==> src/rtl/booth_mul_pipe.sv <==
// booth_mul_pipe: radix-4 Booth WIDTHxWIDTH -> 2*WIDTH multiplier, signed or
// unsigned per transaction, four elastic pipeline stages with valid/ready on
// both sides, a sideband tag, synchronous flush and asynchronous reset.
module booth_mul_pipe #(
    parameter int WIDTH = 32,
    parameter int TAG_W = 4
) (
    input  logic               clk,
    input  logic               rst,
    input  logic               flush,
    input  logic               in_valid,
    output logic               in_ready,
    input  logic [WIDTH-1:0]   in_a,
    input  logic [WIDTH-1:0]   in_b,
    input  logic               in_signed,
    input  logic [TAG_W-1:0]   in_tag,
    output logic               out_valid,
    input  logic               out_ready,
    output logic [2*WIDTH-1:0] out_result,
    output logic [TAG_W-1:0]   out_tag,
    output logic               busy
);
    localparam int EXT  = WIDTH + 2;
    localparam int PW   = 2 * WIDTH;
    localparam int NDIG = WIDTH / 2 + 1;

    generate
        if ((WIDTH % 2) != 0 || WIDTH < 4) begin : g_badWidth
            $error("booth_mul_pipe: WIDTH must be even and >= 4");
        end
    endgenerate

    // Stage registers
    logic               r_s1Valid, r_s2Valid, r_s3Valid, r_s4Valid;
    logic [WIDTH-1:0]   r_s1A, r_s1B;
    logic               r_s1Signed;
    logic [TAG_W-1:0]   r_s1Tag, r_s2Tag, r_s3Tag, r_s4Tag;
    logic [PW-1:0]      r_s2Pp [NDIG];
    logic [PW-1:0]      r_s2Corr;
    logic [PW-1:0]      r_s3Sum, r_s3Carry;
    logic [PW-1:0]      r_s4Result;

    // Handshake and datapath wires
    logic               w_s1Hold, w_s2Hold, w_s3Hold, w_s4Hold;
    logic               w_s1Load, w_s2Load, w_s3Load, w_s4Load;
    logic [EXT-1:0]     w_aExt, w_bExt;
    logic [EXT:0]       w_bRec;
    logic [PW-1:0]      w_aWide;
    logic [2:0]         w_digit;
    logic [PW-1:0]      w_mag;
    logic               w_neg;
    logic [PW-1:0]      w_pp [NDIG];
    logic [PW-1:0]      w_corr;
    logic [PW-1:0]      w_sum, w_carry, w_sumNext;

    // A stage holds only when it has a token and everything downstream is stuck,
    // so empty stages always absorb work and bubbles collapse.
    always_comb begin
        w_s4Hold = r_s4Valid & ~out_ready;
        w_s3Hold = r_s3Valid & w_s4Hold;
        w_s2Hold = r_s2Valid & w_s3Hold;
        w_s1Hold = r_s1Valid & w_s2Hold;
        in_ready = ~w_s1Hold & ~flush;
        w_s1Load = in_valid & in_ready;
        w_s2Load = r_s1Valid & ~w_s2Hold & ~flush;
        w_s3Load = r_s2Valid & ~w_s3Hold & ~flush;
        w_s4Load = r_s3Valid & ~w_s4Hold & ~flush;
    end

    assign out_valid  = r_s4Valid;
    assign out_result = r_s4Result;
    assign out_tag    = r_s4Tag;
    assign busy       = r_s1Valid | r_s2Valid | r_s3Valid | r_s4Valid;

    // Stage 1 captures the raw operands, mode and tag
    always_ff @(posedge clk or posedge rst) begin
        if (rst) begin
            r_s1Valid  <= 1'b0;
            r_s1A      <= '0;
            r_s1B      <= '0;
            r_s1Signed <= 1'b0;
            r_s1Tag    <= '0;
        end else begin
            if (flush)
                r_s1Valid <= 1'b0;
            else if (!w_s1Hold)
                r_s1Valid <= w_s1Load;
            if (w_s1Load) begin
                r_s1A      <= in_a;
                r_s1B      <= in_b;
                r_s1Signed <= in_signed;
                r_s1Tag    <= in_tag;
            end
        end
    end

    // Booth recoding: each digit of {B_ext,0} selects 0, +-A or +-2A; negative
    // rows are inverted and the +1 goes into a shared correction row.
    always_comb begin
        w_aExt  = {{2{r_s1Signed & r_s1A[WIDTH-1]}}, r_s1A};
        w_bExt  = {{2{r_s1Signed & r_s1B[WIDTH-1]}}, r_s1B};
        w_bRec  = {w_bExt, 1'b0};
        w_aWide = {{(PW-EXT){w_aExt[EXT-1]}}, w_aExt};
        w_corr  = '0;
        w_digit = '0;
        w_mag   = '0;
        w_neg   = 1'b0;
        for (int j = 0; j < NDIG; j++) begin
            w_digit = w_bRec[2*j +: 3];
            case (w_digit)
                3'b001, 3'b010: begin w_mag = w_aWide;      w_neg = 1'b0; end
                3'b011:         begin w_mag = w_aWide << 1; w_neg = 1'b0; end
                3'b100:         begin w_mag = w_aWide << 1; w_neg = 1'b1; end
                3'b101, 3'b110: begin w_mag = w_aWide;      w_neg = 1'b1; end
                default:        begin w_mag = '0;           w_neg = 1'b0; end
            endcase
            w_pp[j]     = (w_neg ? ~w_mag : w_mag) << (2*j);
            w_corr[2*j] = w_neg;
        end
    end

    // Stage 2 stores the shifted partial products and the correction row
    always_ff @(posedge clk or posedge rst) begin
        if (rst) begin
            r_s2Valid <= 1'b0;
            r_s2Corr  <= '0;
            r_s2Tag   <= '0;
            for (int j = 0; j < NDIG; j++) r_s2Pp[j] <= '0;
        end else begin
            if (flush)
                r_s2Valid <= 1'b0;
            else if (!w_s2Hold)
                r_s2Valid <= r_s1Valid;
            if (w_s2Load) begin
                r_s2Corr <= w_corr;
                r_s2Tag  <= r_s1Tag;
                for (int j = 0; j < NDIG; j++) r_s2Pp[j] <= w_pp[j];
            end
        end
    end

    // Chain of 3:2 compressors folds all rows into a sum/carry pair; everything
    // is modulo 2^(2*WIDTH) so carries out of the top are simply dropped.
    always_comb begin
        w_sum     = r_s2Corr;
        w_carry   = '0;
        w_sumNext = '0;
        for (int j = 0; j < NDIG; j++) begin
            w_sumNext = w_sum ^ w_carry ^ r_s2Pp[j];
            w_carry   = ((w_sum & w_carry) | (w_sum & r_s2Pp[j]) | (w_carry & r_s2Pp[j])) << 1;
            w_sum     = w_sumNext;
        end
    end

    // Stage 3 stores the carry-save pair
    always_ff @(posedge clk or posedge rst) begin
        if (rst) begin
            r_s3Valid <= 1'b0;
            r_s3Sum   <= '0;
            r_s3Carry <= '0;
            r_s3Tag   <= '0;
        end else begin
            if (flush)
                r_s3Valid <= 1'b0;
            else if (!w_s3Hold)
                r_s3Valid <= r_s2Valid;
            if (w_s3Load) begin
                r_s3Sum   <= w_sum;
                r_s3Carry <= w_carry;
                r_s3Tag   <= r_s2Tag;
            end
        end
    end

    // Stage 4 resolves the carry-save pair and drives the output port
    always_ff @(posedge clk or posedge rst) begin
        if (rst) begin
            r_s4Valid  <= 1'b0;
            r_s4Result <= '0;
            r_s4Tag    <= '0;
        end else begin
            if (flush)
                r_s4Valid <= 1'b0;
            else if (!w_s4Hold)
                r_s4Valid <= r_s3Valid;
            if (w_s4Load) begin
                r_s4Result <= r_s3Sum + r_s3Carry;
                r_s4Tag    <= r_s3Tag;
            end
        end
    end

endmodule

==> config.mk <==
export PLATFORM = sky130hd
export DESIGN_NAME = booth_mul_pipe
export DESIGN_NICKNAME = d
export VERILOG_FILES = /design/src/rtl/booth_mul_pipe.sv
export SDC_FILE = /design/constraint.sdc
export NUM_CORES = 2
export LEC_CHECK = 0
export BUFFER_PORTS_ARGS = -buffer_cell sky130_fd_sc_hd__buf_2
export CORE_MARGIN = 5
export CORE_UTILIZATION = 30
export CTS_CLUSTER_DIAMETER = 50
export DETAILED_ROUTE_END_ITERATION = 10
export HOLD_SLACK_MARGIN = 0.03
export PLACE_DENSITY = 0.5
export REMOVE_ABC_BUFFERS = 1
export SYNTH_ARGS = -nofsm -noshare
export SYNTH_HDL_FRONTEND = slang
export SYNTH_SLANG_ARGS = --single-unit
export TNS_END_PERCENT = 10
==> constraint.sdc <==
create_clock -name clk -period 29.9 [get_ports clk]
set_input_delay 0 -clock clk [delete_from_list [all_inputs] [get_ports clk]]
set_output_delay 0 -clock clk [all_outputs]
set_load 0.02 [all_outputs]
==> results_dict.tcl <==
set metrics [dict create \
    ioPinCount 145 \
    cp_num_buf_inv 1 \
    grt_pass1_wl_um 274700 \
    row_count 163 \
    initial_core_util_pct 30.13 \
    synth_top_family_by_area "adder cells" \
    worst_slew_pin_slew_ns 1.227 \
    critPathRequiredTime_ns 30.55 \
    cp_slowest_stage_delay_ns 0.65 \
    via_count 43280 \
    setup_violations 0 \
    tritoncts "built" \
    first_pass_iters 6 \
    cp_slowest_cell "fa_1" \
    synth_edf_count 0 \
    die_h_um 455.1 \
    synth-seq-cells 853 \
    ys_types 66 \
    track_usage_pct 16.77 \
    portBuffers 144 \
    antenna_found_initial 6 \
    drive_above_1_share_pct 12.60 \
    rsz0062_at_grt "no" \
    hpwlAfterDp_um 121100 \
    core_area_mm2 0.1972 \
    worstHoldPathType "in -> reg" \
    maxCapViolCount 0 \
    gp_congestion 0.8018 \
    ant_nets 0 \
    grt_max_degree 110 \
    worst_skew_pair.late_latency_ns 0.79 \
    syn_inst 5968 \
    arrival_ns 10.11 \
    grt_use_met3_pct 2.474 \
    nFillCells 19770 \
    ys_seq_area_share_pct 35.92 \
    yosys_most_used_dff "dfrtp_1" \
    synthXorXnorAreaFrac_pct 7.930 \
    placedCellCount 8224 \
    start_kind "flip-flop" \
    cts_buffer_depth 3 \
    met2_usage_pct 27.03 \
    synth_area_mm2 0.05942 \
    root_buffer "clkbuf_16" \
    drc 0 \
    first_global_vias 45170 \
    synth_compound_gate_area_share_pct 15.14 \
    first_iter_violations 2830 \
    via_per_inst 5.002 \
    wire_per_inst_um 20.08 \
    cts_max_level 4 \
    met1_usage_pct 23.49 \
    slew_headroom_pct 17.66 \
    fin_skew_ns 0.06936 \
    cp_top_family "adder cells" \
    syn_avg_cell_area_um2 9.957 \
    yosys.area_share.simple_pct 10.25 \
    synth_warnings 0 \
    die_w_um 455.1 \
    busiest_layer "met2" \
    clkTransAtPathRegs_ns 0.06 \
    status "finished clean" \
    post-route-min-period_ns 9.464 \
    async_reset_ff_share_pct 100.0 \
    routed_wl_um 173700 \
    critPathKind "reg -> reg" \
    dieArea_mm2 0.2071 \
    crit_chain "inv_1, ha_1, maj3_1, fa_1, fa_1, fa_1, fa_1, fa_1, fa_1, fa_1, fa_1, fa_1, fa_1, fa_1, fa_1, fa_1, fa_1, mux2_2" \
    layout.nets 6711 \
    crit_path_end_kind "flip-flop" \
    cts-buffers-inserted 142 \
    fin_crit_sh_pct 31.65 \
    hold_slack_ns 0.07612 \
    hold_viol_final 0 \
    fmax_mhz 105.7 \
    cts_resized 0 \
    cp_max_fo 3 \
    synthToLayoutAreaGrowth_pct 15.78 \
    fin_cells 8652 \
    finalSetupTns_ns 0 \
    crit_path_frequent_cell "fa_1" \
    synthMuxAreaShare_pct 3.837 \
    synth_fa_ha_area_share_pct 22.28 \
    overflow 0 \
    numClockSinks 853 \
    slew_viol_final 0 \
]
## metal layers
layer / vias up / part of all wire [%]
met5: - / 0.0075
met4: 2 / 2.5
met3: 248 / 4.1
met2: 865 / 47
met1: 21880 / 46
li1: 20280 / -
## area by class of cell
class / count / area, µm² / share of cell area [%]
antenna: 2 / 5.005 / 0.007275
clock buffer: 189 / 3971 / 5.773
clock inverter: 72 / 965.9 / 1.404
inverter: 109 / 416.7 / 0.6056
multi-input combinational: 4382 / 35640 / 51.80
sequential: 853 / 21400 / 31.11
tap: 2640 / 3303 / 4.801
timing repair buffer: 405 / 3093 / 4.496
## Yosys cell counts (5+ instances only)
cell type,count,area share (%)
fa_1,521,18
o21bai_1,9,0.11
and3b_1,7,0.10
nor3b_1,5,0.063
and2_1,5,0.053
o21ai_0,665,5.6
a31oi_1,14,0.15
o31ai_1,9,0.11
nand2_1,831,5.2
mux2i_1,23,0.39
or3_1,12,0.13
xor2_1,464,6.8
clkbuf_1,528,3.3
a211oi_1,5,0.063
a21o_1,33,0.42
buf_1,93,0.59
nand3_1,17,0.14
nor2_1,524,3.3
inv_1,108,0.68
a21oi_1,121,1.0
a22oi_1,44,0.56
or3b_2,9,0.13
or2_2,5,0.053
ha_1,223,4.7
a221oi_1,434,6.4
nand4_1,20,0.21
xnor2_1,74,1.1
and3_1,16,0.17
mux2_2,182,3.4
nand2b_1,12,0.13
o21a_1,6,0.076
nor2b_1,7,0.074
o211ai_1,8,0.10
nor3_1,24,0.20
dfrtp_1,853,36
## stage by stage
step / util (%) / setup WS (ns) / area (µm²)
global route: 34.88 / 20.22 / 68790
CTS: 34.88 / 20.37 / 68790
finish: 34.88 / 20.44 / 68790
detailed placement: 31.54 / 20.40 / 62200
global placement: 31.54 / 20.43 / 62200
floorplan: - / 5.932 / 57070
## what timing repair did
action / in CTS / in global routing
endpoints found under the hold margin: 204 / 0
setup buffers: 0 / 0
hold buffers: 165 / 0
## worst min-delay path, cell delays in order
cell           delay [ns]
dlygate4sd3_1        0.54
buf_2                0.10
mux2_2               0.12
## worst paths after layout
path | to | slack (ns) | cells past startpoint | startpoint
min | r_s1A[15] | 0.08 | 3 | in_a[15]
max in group asynchronous | r_s1A[16] | 26.30 | 7 | rst
max reg2reg | r_s3Sum[62] | 20.44 | 18 | r_s2Pp[1086]
max | r_s3Sum[62] | 20.44 | 18 | r_s2Pp[1086]
min in group asynchronous | out_result[36] | 0.51 | 4 | rst
min reg2reg | out_result[15] | 0.46 | 2 | out_result[15]
## sequential cells by signal, summed over array words and instances (netlist names)
signal	cells
r_s1Tag	4
r_s3Tag	4
r_s3Sum	64
out_tag	4
out_valid	1
r_s3Carry	47
out_result	64
r_s2Corr	17
r_s1Valid	1
r_s1Signed	1
r_s2Pp	576
r_s2Tag	4
r_s1B	32
r_s1A	32
r_s3Valid	1
r_s2Valid	1
## cell usage in the layout (no fill, tap or decap), drive strengths merged, types with 7 or more instances in the layout
cell	n
mux2	182
inv	119
mux2i	23
o21bai	9
and3	16
nor2	524
clkbuf	189
buf	240
a21oi	124
xnor2	74
and3b	7
o211ai	8
dfrtp	853
nand3	18
ha	223
a221oi	435
nor2b	7
a31oi	14
or3	12
xor2	464
nand4	20
nand2b	12
clkinv	34
fa	521
or3b	9
clkinvlp	14
nand2	831
nor3	24
a21o	33
o21ai	668
bufinv	14
o31ai	9
dlygate4sd3	165
a22oi	44
## cells by family (layout without fill, tap and decap cells)
group           Yosys count  after routing
simple gates           1511           1511
buf+inv                 733            775
flops                   853            853
xor+xnor                538            538
mux                     205            205
fa+ha+maj               746            746
other cells               0              2
compound gates         1382           1382
Power is left out: the tool's default activity adds up to more than one toggle a clock period on the data nets, which glitch-free logic cannot reach.
